==> src/rtl/sbox_encrypt_core_if.sv <==
// sbox_encrypt_core_if: request, key and result bundle for sbox_encrypt_core
interface sbox_encrypt_core_if;
  logic        GLOBAL_EN;
  logic        START;
  logic [31:0] PlainText;
  logic [7:0]  KEY_SEED;
  logic [31:0] CipherText;
  logic [7:0]  K_1;
  logic [7:0]  K_2;
  logic [7:0]  K_3;
  logic        BUSY;
  logic        DONE;
  modport master (
    output GLOBAL_EN, START, PlainText, KEY_SEED,
    input  CipherText, K_1, K_2, K_3, BUSY, DONE
  );
  modport slave (
    input  GLOBAL_EN, START, PlainText, KEY_SEED,
    output CipherText, K_1, K_2, K_3, BUSY, DONE
  );
endinterface

==> src/rtl/sbox_encrypt_core.sv <==
// sbox_encrypt_core: three-round key-xor / S-box / byte-rotate encryptor with on-the-fly key expansion
module sbox_encrypt_core #(
  parameter logic [7:0] SBOX_C = 8'h63,
  parameter logic [7:0] RC2    = 8'h1B,
  parameter logic [7:0] RC3    = 8'h36
) (
  input logic CLK,
  input logic RST,
  sbox_encrypt_core_if.slave bus
);
  typedef enum logic [1:0] {IDLE, LOAD, ROUND, FIN} state_t;
  state_t      state;
  logic [31:0] st;
  logic [1:0]  r;
  logic [7:0]  key;
  logic [7:0]  k2_nxt;
  logic [7:0]  k3_nxt;
  logic [31:0] mixed;
  logic [31:0] subbed;
  logic [31:0] nxt;
  function automatic logic [7:0] sb(input logic [7:0] x);
    return {x[6:0], x[7]} ^ SBOX_C;
  endfunction
  always_comb begin
    key    = r == 2'd1 ? bus.K_1 : r == 2'd2 ? bus.K_2 : bus.K_3;
    mixed  = st ^ {4{key}};
    subbed = {sb(mixed[31:24]), sb(mixed[23:16]), sb(mixed[15:8]), sb(mixed[7:0])};
    nxt    = {subbed[23:0], subbed[31:24]};
    // K_3 chains off the freshly derived K_2 so both land in the single LOAD cycle
    k2_nxt = {bus.K_1[4:0], bus.K_1[7:5]} ^ RC2;
    k3_nxt = {k2_nxt[4:0], k2_nxt[7:5]} ^ RC3;
  end
  always_ff @(posedge CLK) begin
    if (RST) begin
      state          <= IDLE;
      st             <= '0;
      r              <= '0;
      bus.CipherText <= '0;
      bus.K_1        <= '0;
      bus.K_2        <= '0;
      bus.K_3        <= '0;
      bus.BUSY       <= 1'b0;
      bus.DONE       <= 1'b0;
    end else if (bus.GLOBAL_EN) begin
      case (state)
        IDLE: if (bus.START) begin
          st       <= bus.PlainText;
          bus.K_1  <= bus.KEY_SEED;
          bus.BUSY <= 1'b1;
          state    <= LOAD;
        end
        LOAD: begin
          bus.K_2 <= k2_nxt;
          bus.K_3 <= k3_nxt;
          r       <= 2'd1;
          state   <= ROUND;
        end
        ROUND: begin
          st <= nxt;
          r  <= r + 2'd1;
          if (r == 2'd3) begin
            bus.CipherText <= nxt;
            bus.BUSY       <= 1'b0;
            bus.DONE       <= 1'b1;
            state          <= FIN;
          end
        end
        FIN: begin
          bus.DONE <= 1'b0;
          state    <= IDLE;
        end
        default: state <= IDLE;
      endcase
    end
  end
endmodule
==> src/flat_wrapper.sv <==
// flat-port wrapper written by rule: the top's interface ports become plain ports
module sbox_encrypt_core_flat 
#(
  parameter logic [7:0] SBOX_C = 8'h63,
  parameter logic [7:0] RC2    = 8'h1B,
  parameter logic [7:0] RC3    = 8'h36
)
  (CLK, RST, bus_GLOBAL_EN, bus_START, bus_PlainText, bus_KEY_SEED, bus_CipherText, bus_K_1, bus_K_2, bus_K_3, bus_BUSY, bus_DONE);
  sbox_encrypt_core_if bus_i ();
  input logic CLK;
  input logic RST;
  input wire logic [$bits(bus_i.GLOBAL_EN)-1:0] bus_GLOBAL_EN;
  input wire logic [$bits(bus_i.START)-1:0] bus_START;
  input wire logic [$bits(bus_i.PlainText)-1:0] bus_PlainText;
  input wire logic [$bits(bus_i.KEY_SEED)-1:0] bus_KEY_SEED;
  output wire logic [$bits(bus_i.CipherText)-1:0] bus_CipherText;
  output wire logic [$bits(bus_i.K_1)-1:0] bus_K_1;
  output wire logic [$bits(bus_i.K_2)-1:0] bus_K_2;
  output wire logic [$bits(bus_i.K_3)-1:0] bus_K_3;
  output wire logic [$bits(bus_i.BUSY)-1:0] bus_BUSY;
  output wire logic [$bits(bus_i.DONE)-1:0] bus_DONE;
  assign bus_i.GLOBAL_EN = bus_GLOBAL_EN;
  assign bus_i.START = bus_START;
  assign bus_i.PlainText = bus_PlainText;
  assign bus_i.KEY_SEED = bus_KEY_SEED;
  assign bus_CipherText = bus_i.CipherText;
  assign bus_K_1 = bus_i.K_1;
  assign bus_K_2 = bus_i.K_2;
  assign bus_K_3 = bus_i.K_3;
  assign bus_BUSY = bus_i.BUSY;
  assign bus_DONE = bus_i.DONE;
  sbox_encrypt_core #(.SBOX_C(SBOX_C), .RC2(RC2), .RC3(RC3)) u_core (.CLK(CLK), .RST(RST), .bus(bus_i));
endmodule
==> config.mk <==
export PLATFORM = sky130hd
export DESIGN_NAME = sbox_encrypt_core_flat
export DESIGN_NICKNAME = d
export VERILOG_FILES = /design/src/rtl/sbox_encrypt_core_if.sv /design/src/rtl/sbox_encrypt_core.sv /design/src/flat_wrapper.sv
export SDC_FILE = /design/constraint.sdc
export NUM_CORES = 1
export LEC_CHECK = 0
export CORE_UTILIZATION = 58
export CTS_CLUSTER_DIAMETER = 150
export DETAILED_ROUTE_END_ITERATION = 7
export DONT_BUFFER_PORTS = 1
export HOLD_SLACK_MARGIN = 0.06
export PLACE_DENSITY = 0.76
export SYNTH_ARGS = -nofsm -noshare
export SYNTH_HDL_FRONTEND = slang
export SYNTH_SLANG_ARGS = --single-unit
==> constraint.sdc <==
create_clock -name CLK -period 1.95 [get_ports CLK]
set_input_delay 0.195 -clock CLK [delete_from_list [all_inputs] [get_ports CLK]]
set_output_delay 0.195 -clock CLK [all_outputs]
set_load 0.02 [all_outputs]
==> impl_metrics.tcl <==
set metrics [dict create \
    cp.required_ns 2.27 \
    setup_tns_ns -0.00672 \
    cap_violations 0 \
    cts_made_buffers 9 \
    slowest_stage "or4_1" \
    gp_congestion 0.902 \
    num_rows 33 \
    vias 4537 \
    overflow 0 \
    layout_setup_ws_ns -0.00672 \
    seq_area_frac_synth_pct 36.5 \
    area_growth_pct 14.5 \
    antenna_found_initial 0 \
    grt_pass1_vias 4163 \
    critPathBufInv 2 \
    path_clk_slew_ns 0.09 \
    final-hold-violation-count 47 \
    synthArstFlopShare_pct 0 \
    syn_avg_cell_area_um2 8.56 \
    ioPinCount 102 \
    critical_path.cell_chain "buf_4, ha_4, buf_6, mux2_4, o21a_4, or4_1, nand3_1" \
    syn_area_mm2 0.00493 \
    synth_edf_count 0 \
    cts_tree "yes" \
    min_period_ns 1.96 \
    die_width_um 94.2 \
    routedWlPerCell_um 20.1 \
    initial_utilization_pct 60.0 \
    postRouteAntennaNets 0 \
    synthCells 576 \
    synthesis.nets 628 \
    place_area_mm2 0.00508 \
    htree_levels 3 \
    path_max_fanout 6 \
    hold_class "primary input to flop" \
    failed_checks "negative hold slack, negative setup slack" \
    cp_top_family "simple AND/OR/NAND/NOR gates" \
    port_buffers 0 \
    drv_slew 0 \
    die_y_um 94.2 \
    viasPerCell 6.62 \
    endpoint_kind "flop" \
    drc 0 \
    postSynthRegisterBits 90 \
    drt_wl_total_um 13700 \
    power_density_mw_per_mm2 740 \
    cts_buffer_depth 2 \
    yosysWarnings 0 \
    finClkSkew_ns 0.00742 \
    die-area_mm2 0.00887 \
    rsz0062_at_grt "true" \
    drive_gt1_share_pct 17.4 \
    vdd_ir_drop_max_v 0.000544 \
    setup.worst_path.start_class "flop" \
    cp_slowest_stage_delay_ns 0.44 \
    grt_max_degree 126 \
    hold_slack_ns -0.104 \
    grtUsageTotal_pct 31.4 \
    final_cell_area_mm2 0.00565 \
    drtIter0Drc 421 \
    yosysUniqueCellTypes 41 \
    n_fill_cell 646 \
    p_leak_uw 0.00233 \
    cts_root_buf "clkbuf_8" \
    tightest_slew_ns 0.677 \
    post-route-period-util_pct 100 \
    slew-limit-headroom_pct 54.8 \
    synth-main-ff-cell "dfxtp_1" \
    grt_pass1_wl_um 21100 \
    cp.arrival_ns 2.28 \
    dpl.hpwl_um 9130 \
    cts.sinks 90 \
    diodes 0 \
    dr.pass1.iters 5 \
    status "finished, violations left" \
    path_class "flop to flop" \
    fmax_ghz 0.511 \
    nets 627 \
    core_mm2 0.00822 \
    setup_viol 1 \
    clk_latency_ns 0.38 \
]
[cells by family after synthesis]
kind of cell | after synthesis | synth area share, %
muxes | 18 | 4.21
buffers and inverters | 66 | 6.47
DFF | 90 | 36.5
adders and majority gates | 8 | 2.03
xor gates and xnor gates | 16 | 2.84
and+or+nand+nor | 241 | 27.0
AOI/OAI and AO/OA | 137 | 20.9
[power by group]
part | leakage, uW | switching (uW) | internal, uW
combinational | 0.00151 | 453 | 388
clock | 0.0000958 | 677 | 584
sequential | 0.000732 | 155 | 1920
[cells in the mapped netlist, types with 16 or more instances]
cell type	instances	area, um^2
a311oi_1	16	140
clkbuf_1	26	97.6
nand3b_1	32	240
nand2_1	20	75.1
o41ai_1	16	140
a21oi_1	42	210
nor3_1	50	250
nor2_1	56	210
o211a_1	16	160
nand3_1	18	90.1
dfxtp_1	90	1800
nand4b_1	16	140
or4_1	16	120
a211oi_1	21	158
xor2_1	16	140
[state kept, by name (all words and copies together), names as in the netlist]
| signal | count |
|---|---|
| u_core.bus.DONE | 1 |
| u_core.bus.CipherText | 32 |
| u_core.state | 2 |
| u_core.st | 32 |
| u_core.bus.BUSY | 1 |
| u_core.bus.K_3 | 7 |
| u_core.bus.K_1 | 8 |
| u_core.bus.K_2 | 5 |
| u_core.r | 2 |
[final timing paths]
kind / start / to / slack, ns / cells past startpoint
setup / recovery: u_core.r[1]$_SDFFE_PP0P_ / u_core.bus.CipherText[30]$_SDFFE_PP0P_ / -0.007 / 7
hold reg to reg: u_core.st[19]$_SDFFE_PP0P_ / u_core.st[19]$_SDFFE_PP0P_ / 0.51 / 2
hold / removal: RST / u_core.st[5]$_SDFFE_PP0P_ / -0.10 / 1
setup reg to reg: u_core.r[1]$_SDFFE_PP0P_ / u_core.bus.CipherText[30]$_SDFFE_PP0P_ / -0.007 / 7
[metrics by stage]
step	util, %	total power (uW)	setup slack, ns	cells
after floorplan	-	2650	0.136	576
after CTS	65.3	4080	-0.00388	680
after detailed placement	61.8	2840	-0.0846	655
after global placement	61.8	2810	-0.0273	655
final	68.7	4180	-0.00672	685
after global routing	68.7	4360	-0.0465	685
[layout by cell type, fill, tap and decap left out, types with 5 or more instances in the layout]
master,instances
a22o_1,15
nand2b_1,6
or2_1,15
buf_4,24
xor2_1,16
inv_1,5
nand3_1,17
dfxtp_1,89
nor2_1,53
nand3b_1,32
nand4b_1,16
o211a_1,16
a311oi_1,16
a211oi_2,8
nor3_1,47
buf_6,5
a21oi_1,42
buf_12,5
ha_1,5
clkbuf_8,9
or4_1,13
dlygate4sd3_1,11
nand2_1,19
a211oi_1,11
mux2i_1,10
o41ai_1,14
[layout make-up]
class,count,area (um^2),share of cell area (%)
sequential,90,1800,31.9
clock buffer,10,128,2.26
tap,105,131,2.33
clock inverter,6,57.6,1.02
timing repair buffer,46,472,8.36
inverter,8,30.0,0.532
multi-input combinational,420,3020,53.6
[per-layer routing]
metal	global-route usage, %	wire length (um)	up-vias	part of all wire (%)
met5	0	0	-	0
li1	-	-	2137	-
met3	8.50	1340	29	9.7
met1	41.0	5710	2170	42
met2	48.4	6290	201	46
met4	13.2	402	0	2.9
[repair_timing]
item,4_1_cts,5_1_grt
pin swaps,0,18
endpoints found under the setup margin,44,70
cloned,0,1
resized for setup,5,48
hold buffers,9,2
buffers inserted,0,2
endpoints found under the hold margin,75,66
Note: power is estimated with default switching activity, not from simulation.
